`src/rtl/exu_sys_seq_pkg.sv`:
```
// Shared ISA definitions for the SYSTEM-opcode sequencer: opcode, funct3,
// privileged immediates, trap causes and FSM/decode enums.
package exu_sys_seq_pkg;

  localparam logic [6:0] OPC_SYSTEM = 7'b1110011;

  localparam logic [2:0] F3_PRIV   = 3'b000;
  localparam logic [2:0] F3_CSRRW  = 3'b001;
  localparam logic [2:0] F3_CSRRS  = 3'b010;
  localparam logic [2:0] F3_CSRRC  = 3'b011;
  localparam logic [2:0] F3_ILL    = 3'b100;
  localparam logic [2:0] F3_CSRRWI = 3'b101;
  localparam logic [2:0] F3_CSRRSI = 3'b110;
  localparam logic [2:0] F3_CSRRCI = 3'b111;

  localparam logic [11:0] IMM_ECALL  = 12'h000;
  localparam logic [11:0] IMM_EBREAK = 12'h001;
  localparam logic [11:0] IMM_MRET   = 12'h302;
  localparam logic [11:0] IMM_WFI    = 12'h105;

  localparam logic [3:0] CAUSE_ILLEGAL = 4'd0;
  localparam logic [3:0] CAUSE_EBREAK  = 4'd3;
  localparam logic [3:0] CAUSE_ECALL   = 4'd11;

  typedef enum logic [1:0] {ST_IDLE, ST_EXEC, ST_WB} state_t;
  typedef enum logic [1:0] {OP_CSR, OP_WFI, OP_MRET, OP_TRAP} op_t;
  typedef enum logic [1:0] {CSR_RW, CSR_RS, CSR_RC} csr_fn_t;

endpackage

```
`src/rtl/exu_sys_seq_dec.sv`:
```
// Combinational SYSTEM instruction decode: op class, CSR function, operand
// select and trap cause. CSR forms decode only when EXU_SYS_CSR_EN is defined.
module exu_sys_dec
  import exu_sys_seq_pkg::*;
(
  input  logic [31:0] inst,
  output op_t         op,
  output csr_fn_t     csr_fn,
  output logic        use_imm,
  output logic [3:0]  cause
);

  logic [2:0] f3;
  logic [4:0] rs1;
  logic [4:0] rd;
  logic [11:0] imm;

  assign f3  = inst[14:12];
  assign rs1 = inst[19:15];
  assign rd  = inst[11:7];
  assign imm = inst[31:20];

  always_comb begin
    op      = OP_TRAP;
    csr_fn  = CSR_RW;
    use_imm = 1'b0;
    cause   = CAUSE_ILLEGAL;
    if (inst[6:0] == OPC_SYSTEM) begin
      case (f3)
        F3_PRIV: begin
          if (rs1 == 5'd0 && rd == 5'd0) begin
            case (imm)
              IMM_ECALL:  cause = CAUSE_ECALL;
              IMM_EBREAK: cause = CAUSE_EBREAK;
              IMM_MRET:   op    = OP_MRET;
              IMM_WFI:    op    = OP_WFI;
              default:    ;
            endcase
          end
        end
`ifdef EXU_SYS_CSR_EN
        F3_CSRRW, F3_CSRRS, F3_CSRRC, F3_CSRRWI, F3_CSRRSI, F3_CSRRCI: begin
          op      = OP_CSR;
          use_imm = f3[2];
          case (f3[1:0])
            2'b01:   csr_fn = CSR_RW;
            2'b10:   csr_fn = CSR_RS;
            default: csr_fn = CSR_RC;
          endcase
        end
`endif
        default: ;
      endcase
    end
  end

endmodule

```
`src/rtl/exu_sys_seq.sv`:
```
// SYSTEM-opcode sequencer (IDLE -> EXEC -> WB). Define EXU_SYS_CSR_EN for
// CSR instruction support; otherwise CSR forms retire as illegal.
module exu_sys_seq
  import exu_sys_seq_pkg::*;
#(
  parameter int unsigned ADDR_W = 12
) (
  input  logic              clk,
  input  logic              rst,
  input  logic              req_vld,
  output logic              req_rdy,
  input  logic [31:0]       inst,
  input  logic              flush,
  output logic [4:0]        gpr_ra1,
  input  logic [31:0]       gpr_rd1,
  output logic              gpr_wen,
  output logic [4:0]        gpr_wa,
  output logic [31:0]       gpr_wd,
  output logic [ADDR_W-1:0] csr_addr,
  output logic              csr_ren,
  input  logic [31:0]       csr_rdata,
  output logic              csr_wen,
  output logic [31:0]       csr_wdata,
  output logic              done,
  output logic              trap_vld,
  output logic [3:0]        trap_cause,
  output logic              mret
);

  state_t      state;
  logic [31:0] inst_q;
  logic [31:0] operand;
  logic [31:0] old_val;

  op_t         op;
  csr_fn_t     csr_fn;
  logic        use_imm;
  logic [3:0]  cause;

  exu_sys_dec u_dec (
    .inst    (inst_q),
    .op      (op),
    .csr_fn  (csr_fn),
    .use_imm (use_imm),
    .cause   (cause)
  );

  logic [4:0] rd;
  logic [4:0] rs1;
  logic       is_csr;
  logic       in_exec;
  logic       in_wb;
  logic       fire;
  logic [31:0] wdata_calc;

  assign rd      = inst_q[11:7];
  assign rs1     = inst_q[19:15];
  assign is_csr  = (op == OP_CSR);
  assign in_exec = (state == ST_EXEC) && !rst;
  assign in_wb   = (state == ST_WB) && !rst;
  assign fire    = in_wb && !flush;

  always_ff @(posedge clk) begin
    if (rst) begin
      state   <= ST_IDLE;
      inst_q  <= '0;
      operand <= '0;
      old_val <= '0;
    end else begin
      case (state)
        ST_IDLE: begin
          if (req_vld && !flush) begin
            inst_q <= inst;
            state  <= ST_EXEC;
          end
        end
        ST_EXEC: begin
          if (flush) begin
            state <= ST_IDLE;
          end else begin
            operand <= use_imm ? {27'd0, rs1} : gpr_rd1;
            old_val <= csr_rdata;
            state   <= ST_WB;
          end
        end
        default: state <= ST_IDLE;
      endcase
    end
  end

  always_comb begin
    wdata_calc = operand;
    case (csr_fn)
      CSR_RS:  wdata_calc = old_val | operand;
      CSR_RC:  wdata_calc = old_val & ~operand;
      default: wdata_calc = operand;
    endcase
  end

  // Reads with rd=0 are skipped for every CSR form; the bus data is still
  // sampled so RS/RC can compute the write value without a read strobe.
`ifdef EXU_SYS_CSR_EN
  assign csr_ren = in_exec && !flush && is_csr && (rd != 5'd0);
  assign csr_wen = fire && is_csr && !((csr_fn != CSR_RW) && (rs1 == 5'd0));
`else
  assign csr_ren = 1'b0;
  assign csr_wen = 1'b0;
`endif

  assign csr_wdata  = csr_wen ? wdata_calc : '0;
  assign csr_addr   = (in_exec || in_wb) ? ADDR_W'(inst_q[31:20]) : '0;
  assign gpr_ra1    = in_exec ? rs1 : '0;
  assign gpr_wen    = fire && is_csr && (rd != 5'd0);
  assign gpr_wa     = gpr_wen ? rd : '0;
  assign gpr_wd     = gpr_wen ? old_val : '0;
  assign done       = fire;
  assign trap_vld   = fire && (op == OP_TRAP);
  assign trap_cause = trap_vld ? cause : '0;
  assign mret       = fire && (op == OP_MRET);
  assign req_rdy    = rst || (state == ST_IDLE);

endmodule

```
`config.mk`:
```
export PLATFORM = sky130hd
export DESIGN_NAME = exu_sys_seq
export DESIGN_NICKNAME = d
export VERILOG_FILES = /design/src/rtl/exu_sys_seq_pkg.sv /design/src/rtl/exu_sys_seq_dec.sv /design/src/rtl/exu_sys_seq.sv
export SDC_FILE = /design/constraint.sdc
export NUM_CORES = 1
export LEC_CHECK = 0
export CORE_MARGIN = 10
export CORE_UTILIZATION = 30
export DETAILED_ROUTE_END_ITERATION = 8
export GPL_ROUTABILITY_DRIVEN = 0
export HOLD_SLACK_MARGIN = 0.12
export PLACE_DENSITY_LB_ADDON = 0.12
export SLEW_MARGIN = 30
export SYNTH_ARGS = -nofsm -noshare
export SYNTH_HDL_FRONTEND = slang
export SYNTH_SLANG_ARGS = --single-unit
export TNS_END_PERCENT = 30
```
`constraint.sdc`:
```
create_clock -name clk -period 2.3 [get_ports clk]
set_input_delay 0.23 -clock clk [delete_from_list [all_inputs] [get_ports clk]]
set_output_delay 0.23 -clock clk [all_outputs]
set_load 0.01 [all_outputs]
```
==> run_results.csv <==
group,metric,value,unit
worst_setup_path,worst_setup_path_start_kind,"flop",
finish,fill_cells,713,
logic_synthesis,synthCells,270,
logic_synthesis,synth_top_cell_area_share,33.8,%
place,place_ws,-0.125,ns
sta,final.hold.worst_slack,0.456,ns
sta,worst_slack,0.107,ns
floorplanning,fp.dieW,102,um
clock_network,clk_pin_slew,0.07,ns
global_routing,grt_pass1_wl,7.85,mm
worst_setup_path,cp-end-kind,"primary output",
min_path,hold_start,"inst_q[6]",
sta,rsz0062_at_grt,"no",
finish,design_area,2620,um2
sta,fin_setup_tns,0,ns
power,irDropWorstVdd,0.268,mV
finish,drive_gt1_share,7.23,%
place,dp_hpwl,4.50,mm
routing,wirelength,5.53,mm
logic_synthesis,ys_types,27,
logic_synthesis,syn-cell-area,2010,um2
logic_synthesis,synth-seq-cells,34,
power,p_leak,1.22,nW
run,drv_cap,0,
worst_setup_path,critPathKind,"flop to primary output",
logic_synthesis,yosys.area.top_type,"dfxtp_1",
global_routing,met1_usage,10.0,%
power,p_total,1.55,mW
global_routing,antenna_found_initial,0,
worst_setup_path,r2r_cells,5,
clock_network,clock_latency,0.28,ns
global_routing,grt_max_degree,38,
worst_setup_path,crit_required,2.07,ns
floorplanning,core,6420,um2
sta,period_share,95.4,%
floorplanning,start_util,31.3,%
sta,fin_skew,0.00475,ns
power,p_int,1.17,mW
finish,fin_nets,431,
sta,drv_slew,0,
min_path,hold_end,"inst_q[6]",
routing,drc,0,
floorplanning,io_pins,197,
finish,fin_util,40.8,%
sta,finalSetupViolCount,0,
floorplanning,dieArea,10400,um2
power,combPwrFrac,14.8,%
power,swShare,24.1,%
logic_synthesis,yosysSeqAreaShare,33.8,%
floorplanning,rows,29,
logic_synthesis,synth_top_flop_cell,"dfxtp_1",
routing,via_count,1628,
worst_setup_path,reg2reg_to,"inst_q[17]",
global_routing,track_usage,9.56,%
clock_network,clock-root-buffer,"clkbuf_8",
worst_setup_path,crit_arrival,1.96,ns
power,power_frac_clock,44.3,%
clock_network,ctsHoldBuffers,0,
place,placed_area,2450,um2
logic_synthesis,yosysWarnings,0,
min_path,min_path_type,"flop to flop",
clock_network,clock_sink_count,34,
routing,viasPerCell,3.98,
power,sequentialPowerShare,41.0,%
sta,fmax,456,MHz
power,p_sw,0.372,mW
finish,syn_to_final_growth,30.0,%
routing,wire_per_inst,13.5,um
sta,hold_viol_final,0,
run_status,outcome,"completed",
logic_synthesis,async_flop_share,0,%
global_routing,grt_util_met3,3.71,%
worst_setup_path,ff2ff_setup_slack,1.02,ns
sta,fin_crit,2.19,ns
finish,diodes,0,
global_routing,grt-busiest-layer,"met2",
min_path,hold-path-cell-count,2,
logic_synthesis,synth-edff-count,0,
place,dp.cells,401,
clock_network,cts_tree,"done",
routing,first_pass_iters,4,
global_routing,grt_overflow,0,
floorplanning,die_h,102,um
worst_setup_path,cp_max_fo,3,
routing,antenna_left,0,
clock_network,numCtsBuffers,5,
power,p_per_area,591,nW/um2
logic_synthesis,synth_area_leaders,"dfxtp_1 34%, buf_4 28%, nand2_1 12%",
place,portBuffers,59,
routing,drt_iter0_markers,43,
worst_setup_path,crit-reg2reg-launch,"state[1]",
logic_synthesis,synth_most_common_cell,"buf_4",
global_routing,use_met2,17.4,%
logic_synthesis,avgSynthCellArea,7.46,um2
finish,fin_cells,409,
clock_network,cts_max_level,2,
logic_synthesis,synthTopCellsByCount,"74 x buf_4, 65 x nand2_1, 34 x dfxtp_1, 33 x a21oi_1, 17 x and2_1",
clock_network,clockBufferDepth,2,
global_routing,grt_pass1_vias,1607,
## kinds of logic (layout without fill, tap and decap cells)
logic type | Yosys count | in the layout | synth area share, %
simple gates | 109 | 109 | 26.0
buf+inv | 90 | 80 | 30.8
compound gates | 36 | 36 | 9.26
flops | 34 | 34 | 33.8
other cells | 1 | 73 | 0.186
## power by group through the flow
stage | clock network, mW | registers (mW) | logic, mW
after global placement | 0 | 0.647 | 0.221
after global routing | 0.723 | 0.637 | 0.253
after floorplan | 0 | 0.642 | 0.220
final | 0.684 | 0.634 | 0.228
after detailed placement | 0 | 0.648 | 0.222
after CTS | 0.700 | 0.634 | 0.223
## critical path: stages (launching register included)
cell and delay, ns:
dfxtp_1 0.32, nand2b_1 0.17, or3_1 0.37, nor4_2 0.33, and3b_1 0.22, dlygate4sd2_1 0.27
## cells in the final DEF (no fill, tap or decap), types with 2 or more instances in the layout
cell type	n
dlymetal6s2s_1	5
nand3_1	2
nand2b_1	2
nor3_1	2
buf_4	11
clkdlybuf4s50_1	50
a21oi_1	32
nor4_1	4
dfxtp_1	34
clkbuf_8	6
bufinv_16	2
and2_1	17
conb_1	73
nor2_1	7
and3_1	2
dlygate4sd2_1	4
nand2_1	65
## routing by layer
metal	part of all wire [%]	wire length, um
met4	0.54	30
met3	9.8	542
met1	40	2190
met5	0	0
met2	50	2760
## state kept, by name (all words and copies together), names as in the netlist
register	cells
inst_q	32
state	2
## final cells by class
class | count | area [um2] | share of cell area [%]
tap | 77 | 96.3 | 3.68
sequential | 34 | 681 | 26.0
clock buffer | 6 | 82.6 | 3.15
inverter | 1 | 3.75 | 0.143
multi-input combinational | 218 | 1000 | 38.3
timing repair buffer | 71 | 692 | 26.4
clock inverter | 2 | 60.1 | 2.29
## worst max path at each step
stage	start	to	slack, ns	depth (start not counted)
after floorplan	state[0]	trap_cause[1]	0.59	5
after global placement	flush	trap_cause[1]	-0.09	5
after detailed placement	rst	trap_cause[0]	-0.12	5
after CTS	state[1]	csr_addr[0]	0.03	6
after global routing	state[1]	csr_addr[9]	0.009	6
final	state[0]	trap_cause[0]	0.11	5
## what timing repair did
item / in CTS / in global routing
setup endpoints to repair: 5 / 11
pin swaps: 2 / 0
buffers inserted: 0 / 0
gates resized for setup: 6 / 6
hold endpoints to repair: 0 / 0
cloned: 0 / 0
Power figures use the tool's default switching activity.
